`config.mk`:
```
export PLATFORM = sky130hd
export DESIGN_NAME = if_id_fetch
export DESIGN_NICKNAME = d
export VERILOG_FILES = /design/src/rtl/if_id_fetch.sv
export SDC_FILE = /design/constraint.sdc
export NUM_CORES = 1
export LEC_CHECK = 0
export ABC_CLOCK_PERIOD_IN_PS = 2600
export CAP_MARGIN = 20
export CORE_ASPECT_RATIO = 0.5
export CORE_MARGIN = 5
export CORE_UTILIZATION = 40
export CTS_CLUSTER_DIAMETER = 100
export DETAILED_ROUTE_END_ITERATION = 16
export PLACE_DENSITY = 0.77
export SLEW_MARGIN = 40
export SYNTH_ARGS = -nofsm -noshare
export SYNTH_HDL_FRONTEND = slang
export SYNTH_SLANG_ARGS = --single-unit
```
`constraint.sdc`:
```
create_clock -name clk -period 2.6 [get_ports clk]
set_input_delay 0.65 -clock clk [delete_from_list [all_inputs] [get_ports clk]]
set_output_delay 0.65 -clock clk [all_outputs]
set_load 0.005 [all_outputs]
```
`src/rtl/if_id_fetch.sv`:
```
// Fetch stage with PC register, next-PC select and the IF/ID pipeline register.
// Latency: the instruction word at imem_addr appears on instr_id one cycle later.
// Backpressure: stall freezes the PC and IF/ID, flush loads a bubble, and a branch redirect overrides stall.
module if_id_fetch #(
    parameter logic [63:0] RESET_PC  = 64'h0,
    parameter logic [31:0] NOP_INSTR = 32'h910003FF,
    parameter int          CNT_W     = 32
) (
    input  logic             clk,
    input  logic             reset,
    output logic [63:0]      imem_addr,
    input  logic [31:0]      imem_data,
    input  logic             stall,
    input  logic             flush,
    input  logic             br_taken,
    input  logic [63:0]      br_target,
    output logic [31:0]      instr_id,
    output logic [63:0]      pc_id,
    output logic             valid_id,
    output logic [CNT_W-1:0] instr_count,
    output logic [CNT_W-1:0] bubble_count
);

    logic [63:0]      pc_q,           pc_d;
    logic [31:0]      instr_id_q,     instr_id_d;
    logic [63:0]      pc_id_q,        pc_id_d;
    logic             valid_id_q,     valid_id_d;
    logic [CNT_W-1:0] instr_count_q,  instr_count_d;
    logic [CNT_W-1:0] bubble_count_q, bubble_count_d;

    // Next PC: a redirect beats stall, so a branch resolved during a stall still steers fetch.
    always_comb begin
        pc_d = pc_q + 64'd4;
        if (br_taken) begin
            pc_d = {br_target[63:2], 2'b00};
        end else if (stall) begin
            pc_d = pc_q;
        end
    end

    // IF/ID next state: flush beats stall; a branch alone leaves the delay-slot word in place.
    always_comb begin
        instr_id_d     = instr_id_q;
        pc_id_d        = pc_id_q;
        valid_id_d     = valid_id_q;
        instr_count_d  = instr_count_q;
        bubble_count_d = bubble_count_q;
        if (flush) begin
            instr_id_d     = NOP_INSTR;
            pc_id_d        = pc_q;
            valid_id_d     = 1'b0;
            bubble_count_d = bubble_count_q + 1'b1;
        end else if (!stall) begin
            instr_id_d     = imem_data;
            pc_id_d        = pc_q;
            valid_id_d     = 1'b1;
            instr_count_d  = instr_count_q + 1'b1;
        end
    end

    // State registers; reset discards any redirect or flush presented in the same cycle.
    always_ff @(posedge clk) begin
        if (reset) begin
            pc_q           <= RESET_PC;
            instr_id_q     <= NOP_INSTR;
            pc_id_q        <= 64'h0;
            valid_id_q     <= 1'b0;
            instr_count_q  <= '0;
            bubble_count_q <= '0;
        end else begin
            pc_q           <= pc_d;
            instr_id_q     <= instr_id_d;
            pc_id_q        <= pc_id_d;
            valid_id_q     <= valid_id_d;
            instr_count_q  <= instr_count_d;
            bubble_count_q <= bubble_count_d;
        end
    end

    assign imem_addr    = pc_q;
    assign instr_id     = instr_id_q;
    assign pc_id        = pc_id_q;
    assign valid_id     = valid_id_q;
    assign instr_count  = instr_count_q;
    assign bubble_count = bubble_count_q;

endmodule

```
==> results of run 1 <==
area by class of cell:
class                   count  area [um2]
clock inverters             2       13.76
fillers                  2046        9600
well taps                 336       420.4
inverters                  19       71.32
multi-input cells         887        5136
clock buffers              36       654.4
repair buffers            400        3847
flip-flops and latches    221        4424
diodes                      2       5.005
per-layer routing:
layer | global-route usage | up-vias | wire [um]
met5 | 0 | - | 0
met3 | 0.03718 | 89 | 1804
met2 | 0.4040 | 336 | 17320
li1 | - | 4913 | -
met4 | 0.09952 | 0 | 1401
met1 | 0.2724 | 4852 | 13320
cells in the mapped netlist (5+ instances only):
master	n
or4_1	14
buf_1	10
nor3_1	34
a21oi_1	91
xnor2_1	56
mux2i_1	40
nor2_1	133
or3_1	27
nor2b_1	5
nor4_1	23
a211oi_1	24
nand4_1	39
nand2_1	192
xor2_1	29
inv_1	18
and3_1	21
and4_1	21
clkbuf_1	63
a311oi_1	14
dfxtp_1	221
o21ai_0	23
o21a_1	5
nand3_1	39
o31ai_1	5
a2111oi_0	5
and2_1	8
path summary, 6_finish.rpt:
path                            depth (start not counted)             to          start  slack [ns]
worst max-delay path                                    5  imem_addr[49]  imem_addr[31]        0.18
worst min-delay path                                    2      pc_id[63]          reset        0.44
worst max register to register                          5  imem_addr[49]  imem_addr[31]        0.18
worst min register to register                          2      pc_id[16]      pc_id[16]        0.45
sequential cells by signal, indices dropped and copies added, names as in the netlist:
name	flops
bubble_count	32
instr_count	32
valid_id	1
imem_addr	62
pc_id	62
instr_id	32
power groups by stage:
stage | logic, mW | registers, mW | clock network (mW)
detailed placement | 0.998 | 3.71 | 0
floorplan | 0.338 | 3.73 | 0
CTS | 1.00 | 3.63 | 3.13
finish | 1.00 | 3.63 | 3.06
global placement | 0.975 | 3.70 | 0
global route | 1.08 | 3.65 | 3.26
cells by family after synthesis:
logic type,count (synthesis),synth area share
AOI/OAI and AO/OA,179,0.1093
xor gates and xnor gates,85,0.07511
muxes,40,0.04039
other,1,0.0003783
buffers and inverters,98,0.03888
DFF,221,0.4464
and+or+nand+nor,576,0.2858
adders and majority gates,3,0.003787
stage by stage:
stage	cell area, um2	utilization	TNS, ns
2_1_floorplan	9923	-	0
3_3_place_gp	13890	0.5745	-0.2141
5_1_grt	14570	0.6028	0
6_report	14570	0.6028	0
3_5_place_dp	13890	0.5745	-0.1211
4_1_cts	14560	0.6021	0
repair_timing:
item / 4_1_cts / 5_1_grt
hold buffers: 0 / 0
hold endpoints to repair: 0 / 0
resized for setup: 0 / 2
setup endpoints to repair: 0 / 3
cell usage in the layout, fill, tap and decap left out, types with 27 or more instances in the layout:
cell	n
clkdlybuf4s50_1	317
nand3_1	39
mux2i_1	40
dfxtp_1	221
xor2_1	29
nor3_1	34
nand4_1	39
or3_1	27
nor2_1	133
a21oi_1	91
buf_4	77
xnor2_1	56
nand2_1	192
worst max-delay path, delay by kind of cell, from the launching register on:
family,cells,cell delay (ns)
AND/OR/NAND/NOR,3,1.24
AO/OA/AOI/OAI,2,0.58
flip-flops,1,0.47
==> impl_metrics.yaml, run 1 <==
status:
  outcome: "completed"
global_route:
  grt_pass1_wl_um: 52660
  grt_max_degree: 124
  antenna_found_initial: 2
  grt_overflow: 0
  grt_usage: 0.2272
  grt_pass1_vias: 9791
sta:
  post-route-period-util: 0.9321
  skew_ns: 0.02130
  slew_headroom: 0.6177
  timing.fmax_ghz: 0.4126
  fin_crit_ns: 2.423
  rsz0062_at_grt: "no"
  finalSetupViolCount: 0
  hold_viol: 0
  drv_slew: 0
  fin_ws_ns: 0.1766
  timing.hold.ws_ns: 0.4448
  tightest_slew_ns: 0.5718
cts:
  clock_path_buffers: 3
  cts_max_level: 1
  cts_made_buffers: 22
  clkLatencyLatePin_ns: 0.52
  clock_sink_count: 221
  cts_tree: "done"
  cts-root-buf: "clkbuf_16"
  cts_setup_buffers: 0
  clkSlewWorstSetupHoldPaths_ns: 0.06
drt:
  drt_iter0_markers: 782
  via_per_inst: 5.355
  ant_nets: 0
  dr.pass1.iters: 5
  vias: 10190
  drc: 0
  totalWireLength_um: 33840
  wire_per_inst_um: 17.78
floorplan:
  core-area_um2: 24170
  rows: 40
  io_pins: 326
  start_util: 0.4100
  fp.dieW_um: 232.6
  die_area_um2: 28220
  die_h_um: 121.3
synth:
  ys.flop_type: "dfxtp_1"
  synth.largest_area_cell: "dfxtp_1"
  synth_area_per_cell_um2: 8.239
  syn_inst: 1203
  synthArstFlopShare: 0
  ys_ff_latch: 221
  yosysSeqAreaShare: 0.4464
  netlist_top_cells_area: "dfxtp_1 (45%), nand2_1 (7.3%), nor2_1 (5.0%), xnor2_1 (4.9%), a21oi_1 (4.6%)"
  netlist_area_um2: 9912
  yosys_warnings: 0
  synth_cell_types: 48
  synth_top_cell_area_share: 0.4464
  synth_edf_count: 0
critical_path:
  crit_path_start_kind: "flip-flop"
  cp_data_arrival_time_ns: 2.82
  cpMaxStageDelayCell: "or4_1"
  cp.required_ns: 2.99
  crit_chain: "and3_1, nand4_1, or4_1, o21a_1, a2111oi_0"
  path_class: "reg2reg"
  worstPathMaxFanout: 7
  max_stage_delay_ns: 0.62
  end_kind: "flip-flop"
place:
  dpl.cell_count: 1863
  portBuffers: 319
  dp_worst_setup_slack_ns: -0.04665
  dp_hpwl_um: 25090
  gp_congestion: 0.8655
final_layout:
  finalNonFillerCells: 1903
  drive_above_1_share: 0.07987
  syn2layout_area_growth_pct: 47.02
  layout.nets: 1655
power_and_ir_drop:
  internal_power_mw: 5.795
  p_sw_mw: 1.899
  powerDensity_nw_per_um2: 527.9
  seq_power_share: 0.472
  p_sw_frac: 0.2468
  p_total_mw: 7.694
  clockPowerShare: 0.397
  p_leak_nw: 5.128
  p_comb_frac: 0.130
  irDropWorstVdd_mv: 0.3598
worst_hold_path:
  min_path_type: "in2reg"
job:
  maxCapViolations: 0
(Power assumes the default switching activity.)
==> run 2: changes to the inputs <==
- CTS_CLUSTER_DIAMETER: 100 -> not set
==> results of run 2 <==
The final DEF is identical to that of run 1; final timing and power are the same.
